$ cat src/rtl/microstepper_pkg.sv
// Shared types and constants for the parametrised microstepper control.
// Holds the chopper state encoding and the phase-offset helper.
package microstepper_pkg;

   localparam int PCW = 8;
   localparam int TW  = 10;
   localparam int BW  = 8;

   typedef enum logic [1:0] {
      IDLE,
      BLANK,
      ON,
      OFF
   } chop_state_t;

   function automatic int phase_offset(
      input int k,
      input int n,
      input int steps
   );
      return (k * steps) / n;
   endfunction

endpackage

$ cat src/rtl/microstepper_chopper_channel.sv
// One chopper channel: blank / on / off FSM with its timers,
// decay-mode decode and the two-leg bridge mapping.
module microstepper_chopper_channel #(
   parameter int TW = microstepper_pkg::TW,
   parameter int BW = microstepper_pkg::BW
) (
   input  logic          clk,
   input  logic          resetn,
   input  logic          enable_i,
   input  logic          cmp_i,
   input  logic          fault_en_i,
   input  logic [BW-1:0] blank_time_i,
   input  logic [BW-1:0] min_on_i,
   input  logic [TW-1:0] off_time_i,
   input  logic [TW-1:0] fd_thr_i,
   input  logic [1:0]    s_i,
   output logic [1:0]    h_o,
   output logic [1:0]    l_o,
   output logic          chop_off_o,
   output logic          trip_o
);
   import microstepper_pkg::*;

   chop_state_t   state_q, state_d;
   logic [BW-1:0] blank_q, blank_d;
   logic [BW-1:0] minon_q, minon_d;
   logic [TW-1:0] off_q, off_d;

   logic [BW-1:0] blank_ld;
   logic [TW-1:0] off_ld;
   logic [BW-1:0] minon_dec;
   logic          in_off;
   logic          fast;

   // Zero-length timers still dwell one cycle.
   assign blank_ld  = (blank_time_i == '0) ? BW'(1) : blank_time_i;
   assign off_ld    = (off_time_i == '0) ? TW'(1) : off_time_i;
   assign minon_dec = (minon_q == '0) ? '0 : minon_q - 1'b1;

   always_ff @(posedge clk) begin
      if (!resetn) begin
         state_q <= IDLE;
         blank_q <= '0;
         minon_q <= '0;
         off_q   <= '0;
      end else begin
         state_q <= state_d;
         blank_q <= blank_d;
         minon_q <= minon_d;
         off_q   <= off_d;
      end
   end

   always_comb begin
      state_d = state_q;
      blank_d = blank_q;
      minon_d = minon_q;
      off_d   = off_q;
      if (!enable_i) begin
         state_d = IDLE;
         blank_d = '0;
         minon_d = '0;
         off_d   = '0;
      end else begin
         unique case (state_q)
            IDLE: begin
               state_d = BLANK;
               blank_d = blank_ld;
               minon_d = min_on_i;
            end
            BLANK: begin
               blank_d = blank_q - 1'b1;
               minon_d = minon_dec;
               if (blank_q <= BW'(1)) state_d = ON;
            end
            ON: begin
               minon_d = minon_dec;
               if (cmp_i) begin
                  state_d = OFF;
                  off_d   = off_ld;
               end
            end
            OFF: begin
               off_d = off_q - 1'b1;
               if (off_q <= TW'(1)) begin
                  state_d = BLANK;
                  blank_d = blank_ld;
                  minon_d = min_on_i;
               end
            end
            default: state_d = IDLE;
         endcase
      end
   end

   assign in_off = (state_q == OFF);
   assign fast   = (off_q >= fd_thr_i);

   always_comb begin
      chop_off_o = in_off;
      trip_o = enable_i & (state_q == ON) & cmp_i
             & fault_en_i & (minon_q != '0);
      unique case (1'b1)
         (in_off & fast): begin
            h_o = ~s_i;
            l_o = s_i;
         end
         (in_off & ~fast): begin
            h_o = 2'b00;
            l_o = 2'b11;
         end
         default: begin
            h_o = s_i;
            l_o = ~s_i;
         end
      endcase
   end

endmodule

$ cat src/rtl/microstepper_control_n.sv
// N-phase microstepper control: input sync, phase counters,
// per-channel choppers, latched over-current fault and gate gating.
module microstepper_control_n #(
   parameter int NUM_PHASES      = 3,
   parameter int PCW             = microstepper_pkg::PCW,
   parameter int STEPS_PER_CYCLE = 192,
   parameter int TW              = microstepper_pkg::TW,
   parameter int BW              = microstepper_pkg::BW
) (
   input  logic                      clk,
   input  logic                      resetn,
   input  logic                      step,
   input  logic                      dir,
   input  logic                      enable_in,
   input  logic [NUM_PHASES-1:0]     analog_cmp,
   input  logic [2*NUM_PHASES-1:0]   s,
   input  logic [BW-1:0]             config_blank_time,
   input  logic [BW-1:0]             config_min_on_time,
   input  logic [TW-1:0]             config_off_time,
   input  logic [TW-1:0]             config_fastdecay_threshold,
   input  logic                      config_fault_enable,
   input  logic                      config_invert_highside,
   input  logic                      config_invert_lowside,
   output logic [2*NUM_PHASES-1:0]   phase_h_out,
   output logic [2*NUM_PHASES-1:0]   phase_l_out,
   output logic [NUM_PHASES*PCW-1:0] phase_ct,
   output logic                      faultn,
   output logic [NUM_PHASES-1:0]     fault_channel,
   output logic [NUM_PHASES-1:0]     chop_off
);
   import microstepper_pkg::*;

   logic [2:0] step_s_q;
   logic [1:0] dir_s_q;
   logic [1:0] en_s_q;
   logic       step_rise;
   logic       dir_s;
   logic       en;

   logic [NUM_PHASES-1:0] fault_q, fault_d;
   logic [NUM_PHASES-1:0] trip;
   logic                  faultn_q;

   always_ff @(posedge clk) begin
      if (!resetn) begin
         step_s_q <= '0;
         dir_s_q  <= '0;
         en_s_q   <= '0;
      end else begin
         step_s_q <= {step_s_q[1:0], step};
         dir_s_q  <= {dir_s_q[0], dir};
         en_s_q   <= {en_s_q[0], enable_in};
      end
   end

   assign step_rise = step_s_q[1] & ~step_s_q[2];
   assign dir_s     = dir_s_q[1];
   assign en        = en_s_q[1];

   // Fault cause is sticky; faultn follows one cycle behind it.
   assign fault_d = fault_q | trip;

   always_ff @(posedge clk) begin
      if (!resetn) begin
         fault_q  <= '0;
         faultn_q <= 1'b1;
      end else begin
         fault_q  <= fault_d;
         faultn_q <= ~|fault_q;
      end
   end

   assign faultn        = faultn_q;
   assign fault_channel = fault_q;

   for (genvar k = 0; k < NUM_PHASES; k++) begin : g_ch
      localparam logic [PCW-1:0] RST_CT =
         PCW'(phase_offset(k, NUM_PHASES, STEPS_PER_CYCLE));
      localparam logic [PCW-1:0] TOP_CT = PCW'(STEPS_PER_CYCLE - 1);

      logic [PCW-1:0] ct_q, ct_d;
      logic [1:0]     h, l;

      always_comb begin
         ct_d = ct_q;
         if (step_rise) begin
            if (dir_s) ct_d = (ct_q == TOP_CT) ? '0 : ct_q + 1'b1;
            else       ct_d = (ct_q == '0) ? TOP_CT : ct_q - 1'b1;
         end
      end

      always_ff @(posedge clk) begin
         if (!resetn) ct_q <= RST_CT;
         else         ct_q <= ct_d;
      end

      assign phase_ct[k*PCW +: PCW] = ct_q;

      microstepper_chopper_channel #(
         .TW (TW),
         .BW (BW)
      ) u_chop (
         .clk          (clk),
         .resetn       (resetn),
         .enable_i     (en),
         .cmp_i        (analog_cmp[k]),
         .fault_en_i   (config_fault_enable),
         .blank_time_i (config_blank_time),
         .min_on_i     (config_min_on_time),
         .off_time_i   (config_off_time),
         .fd_thr_i     (config_fastdecay_threshold),
         .s_i          (s[2*k +: 2]),
         .h_o          (h),
         .l_o          (l),
         .chop_off_o   (chop_off[k]),
         .trip_o       (trip[k])
      );

      assign phase_h_out[2*k +: 2] =
         (h & {2{faultn_q & en}}) ^ {2{config_invert_highside}};
      assign phase_l_out[2*k +: 2] =
         (l | {2{~en}}) ^ {2{config_invert_lowside}};
   end

endmodule

$ cat config.mk
export PLATFORM = sky130hd
export DESIGN_NAME = microstepper_control_n
export DESIGN_NICKNAME = d
export VERILOG_FILES = /design/src/rtl/microstepper_pkg.sv /design/src/rtl/microstepper_chopper_channel.sv /design/src/rtl/microstepper_control_n.sv
export SDC_FILE = /design/constraint.sdc
export NUM_CORES = 1
export LEC_CHECK = 0
export BUFFER_PORTS_ARGS = -buffer_cell sky130_fd_sc_hd__clkbuf_2
export CAP_MARGIN = 20
export CORE_ASPECT_RATIO = 1.1
export CORE_UTILIZATION = 55
export CTS_BUF_LIST = sky130_fd_sc_hd__clkbuf_2 sky130_fd_sc_hd__clkbuf_4 sky130_fd_sc_hd__clkbuf_8
export DETAILED_ROUTE_END_ITERATION = 10
export PLACE_DENSITY_LB_ADDON = 0.3
export REMOVE_ABC_BUFFERS = 1
export SYNTH_ARGS = -nofsm -noshare
export SYNTH_HDL_FRONTEND = slang
export SYNTH_SLANG_ARGS = --single-unit
$ cat constraint.sdc
create_clock -name clk -period 4 [get_ports clk]
set_input_delay 0 -clock clk [delete_from_list [all_inputs] [get_ports clk]]
set_output_delay 0 -clock clk [all_outputs]
set_load 0.02 [all_outputs]
==> results.json <==
{
  "dr_wl_met2_um": 11900,
  "power_density_nw_per_um2": 285,
  "rows": 49,
  "slew_violations": 0,
  "core_area_um2": 16300,
  "hp-class": "in2reg",
  "power_switching_uw": 806,
  "cp.required_ns": 4.00,
  "async_flop_share_pct": 0,
  "post_drt_wl_per_cell_um": 16.1,
  "grt_pass1_wl_um": 40500,
  "top_layer": "met4",
  "drc": 0,
  "grt_antenna_before_repair": 0,
  "met1Wirelength_um": 10900,
  "synth_warnings": 0,
  "crit_path_max_fanout": 7,
  "synth-main-ff-cell": "dfxtp_1",
  "grt_pass1_vias": 8345,
  "p_seq_share_pct": 42.5,
  "sw_frac_of_total_pct": 27.3,
  "vdd_drop_max_v": 0.000213,
  "die_area_um2": 17200,
  "io-pin-count": 96,
  "htree_levels": 4,
  "drive_gt1_share_pct": 12.2,
  "fin_crit_sh_pct": 72.0,
  "finalWirelength_um": 24900,
  "cts_sinks": 119,
  "antenna_cells": 0,
  "grt_max_degree": 53,
  "numCtsBuffers": 17,
  "fp.dieH_um": 137,
  "pwr-share-clk_pct": 41.9,
  "ys_types": 73,
  "synthToLayoutAreaGrowth_pct": 13.0,
  "worst_pin_slew_ns": 0.982,
  "fmax_mhz": 347,
  "critical_path_class": "reg2out",
  "vias": 9602,
  "gp_congestion": 0.888,
  "status": "complete, no violations",
  "p_leak_nw": 4.22,
  "fin_nets": 1452,
  "synth-edff-count": 0,
  "dr_wl_met3_um": 1470,
  "mostFrequentLayoutCells": "134 x nor2_1, 131 x nand2_1, 119 x dfxtp_1",
  "fill_cells": 1482,
  "p_int_mw": 2.15,
  "relSlewSlack_pct": 34.0,
  "post_cts_buffers": 0,
  "dr.pass1.iters": 8,
  "initial_core_util_pct": 56.2,
  "clockBufferDepth": 2,
  "finalSetupViolCount": 0,
  "synthCells": 1261,
  "routed_via_density": 6.22,
  "fin_crit_ns": 2.88,
  "finalHoldViolCount": 0,
  "hold_slack_ns": 0.0422,
  "start_kind": "register",
  "clk_pin_slew_worst_paths_ns": 0.07,
  "max_cap_viol_count": 0,
  "syn_area_per_cell_um2": 7.27,
  "seq_area_frac_synth_pct": 26.0,
  "cp.arrival_ns": 2.88,
  "p_total_mw": 2.95,
  "rsz0062_at_grt": "no",
  "layout_commonest_cell": "nor2_1",
  "track_usage_pct": 28.8,
  "p_comb_share_pct": 15.7,
  "grt_overflow": 0,
  "critPathCaptureType": "output port",
  "portBuffers": 95,
  "cts-root-buf": "clkbuf_8",
  "ys_ff_latch": 119,
  "fp.dieW_um": 125,
  "fin_worst_skew_ns": 0.00854,
  "netlist_area_um2": 9170,
  "first_iter_violations": 649,
  "clock_latency_ns": 0.45,
  "hpwl_um": 17500,
  "postRouteAntennaNets": 0,
  "cts_tree": "done",
  "final.setup.tns_ns": 0
}
worst max-delay path, cell delays in order, from the launching register on:
cell and delay [ns]:
dfxtp_1 0.39, inv_1 0.11, ha_1 0.28, nand2b_1 0.12, a211oi_1 0.09, nor3_1 0.76
nor2_1 0.16, a311oi_1 0.32, clkbuf_2 0.22
power by group through the flow:
stage                     Clock [mW]  Sequential, mW  Combinational [mW]
after floorplan                    0            1.29               0.280
after global placement             0            1.28               0.429
after detailed placement           0            1.28               0.437
after CTS                       1.25            1.25               0.457
after global routing            1.31            1.26               0.513
final                           1.24            1.25               0.463
state kept, by name (all words and copies together) (netlist names):
signal and flops:
step_s_q 3, fault_channel 3, dir_s_q 2, g_ch.u_chop.blank_q 24, en_s_q 2, g_ch.u_chop.off_q 30
faultn 1, g_ch.ct_q 24, g_ch.u_chop.minon_q 24, g_ch.u_chop.state_q 6
cell usage after synthesis, types with 9 or more instances:
library cell    n  area [um2]
a211oi_1       22         165
nand4_1        13        81.3
nand2_1       132         495
or4_1          13        97.6
a22oi_1        15         113
ha_1           71         888
o311ai_0        9        78.8
a31oi_1        17         106
and2_1         15        93.8
inv_1          69         259
o22ai_1        22         138
nand3_1        23         115
o21a_1         12        90.1
a21oi_1       100         500
o211ai_1        9        67.6
o21ai_0        96         480
mux2i_1        12         120
nor2_1        134         503
nand2b_1       23         144
dfxtp_1       119        2380
nor3_1         47         235
clkbuf_1       72         270
o31ai_1        15         113
or3_1          16         100
nor4_1         20         125
o32ai_1        13         114
nor2b_1        19         119
per-stage QoR:
| step | util (%) | std cells | setup slack [ns] | area (um2) |
|---|---|---|---|---|
| finish | 63.6 | 1544 | 1.12 | 10400 |
| global route | 63.6 | 1544 | 0.972 | 10400 |
| CTS | 63.4 | 1543 | 1.15 | 10300 |
| detailed placement | 59.2 | 1487 | 1.27 | 9650 |
| global placement | 59.2 | 1487 | 1.31 | 9650 |
| floorplan | - | 1177 | 1.33 | 8840 |
cell type report:
cell class                      count  area (um2)  share of cell area [%]
Clock buffer                       23         298                    2.87
Timing Repair Buffer              132         828                    7.99
Sequential cell                   119        2380                    23.0
Multi-Input combinational cell    988        6190                    59.8
Tap cell                          204         255                    2.46
Clock inverter                      8         145                    1.40
Inverter                           70         263                    2.53
per-layer routing:
layer	vias to the layer above	GRT usage [%]
met5	-	0
met4	0	11.1
met3	44	5.40
met2	338	49.5
met1	4460	35.9
li1	4760	-
repair_timing:
item                                   CTS  global route
hold buffers                            25             0
endpoints found under the hold margin   49             0
resized for setup                        0             0
final timing paths:
check / depth (start not counted) / slack (ns) / end / from
worst max-delay path: 8 / 1.12 / phase_l_out[5] / g_ch[2].u_chop.off_q[0]
worst min-delay path: 5 / 0.04 / fault_channel[0] / analog_cmp[0]
worst max register to register: 8 / 1.13 / fault_channel[1] / g_ch[1].u_chop.minon_q[0]
worst min register to register: 1 / 0.44 / dir_s_q[1] / dir_s_q[0]
logic make-up after synthesis:
| kind of cell | count (synthesis) | share of synthesized area [%] |
|---|---|---|
| AO/OA/AOI/OAI | 406 | 29.3 |
| multiplexers | 20 | 2.29 |
| buffers and inverters | 154 | 6.51 |
| adder cells (fa/ha/maj) | 71 | 9.69 |
| flip-flops | 119 | 26.0 |
| XOR/XNOR | 8 | 0.764 |
| AND/OR/NAND/NOR | 483 | 25.4 |
No activity file was read; power rests on OpenSTA's default activity.
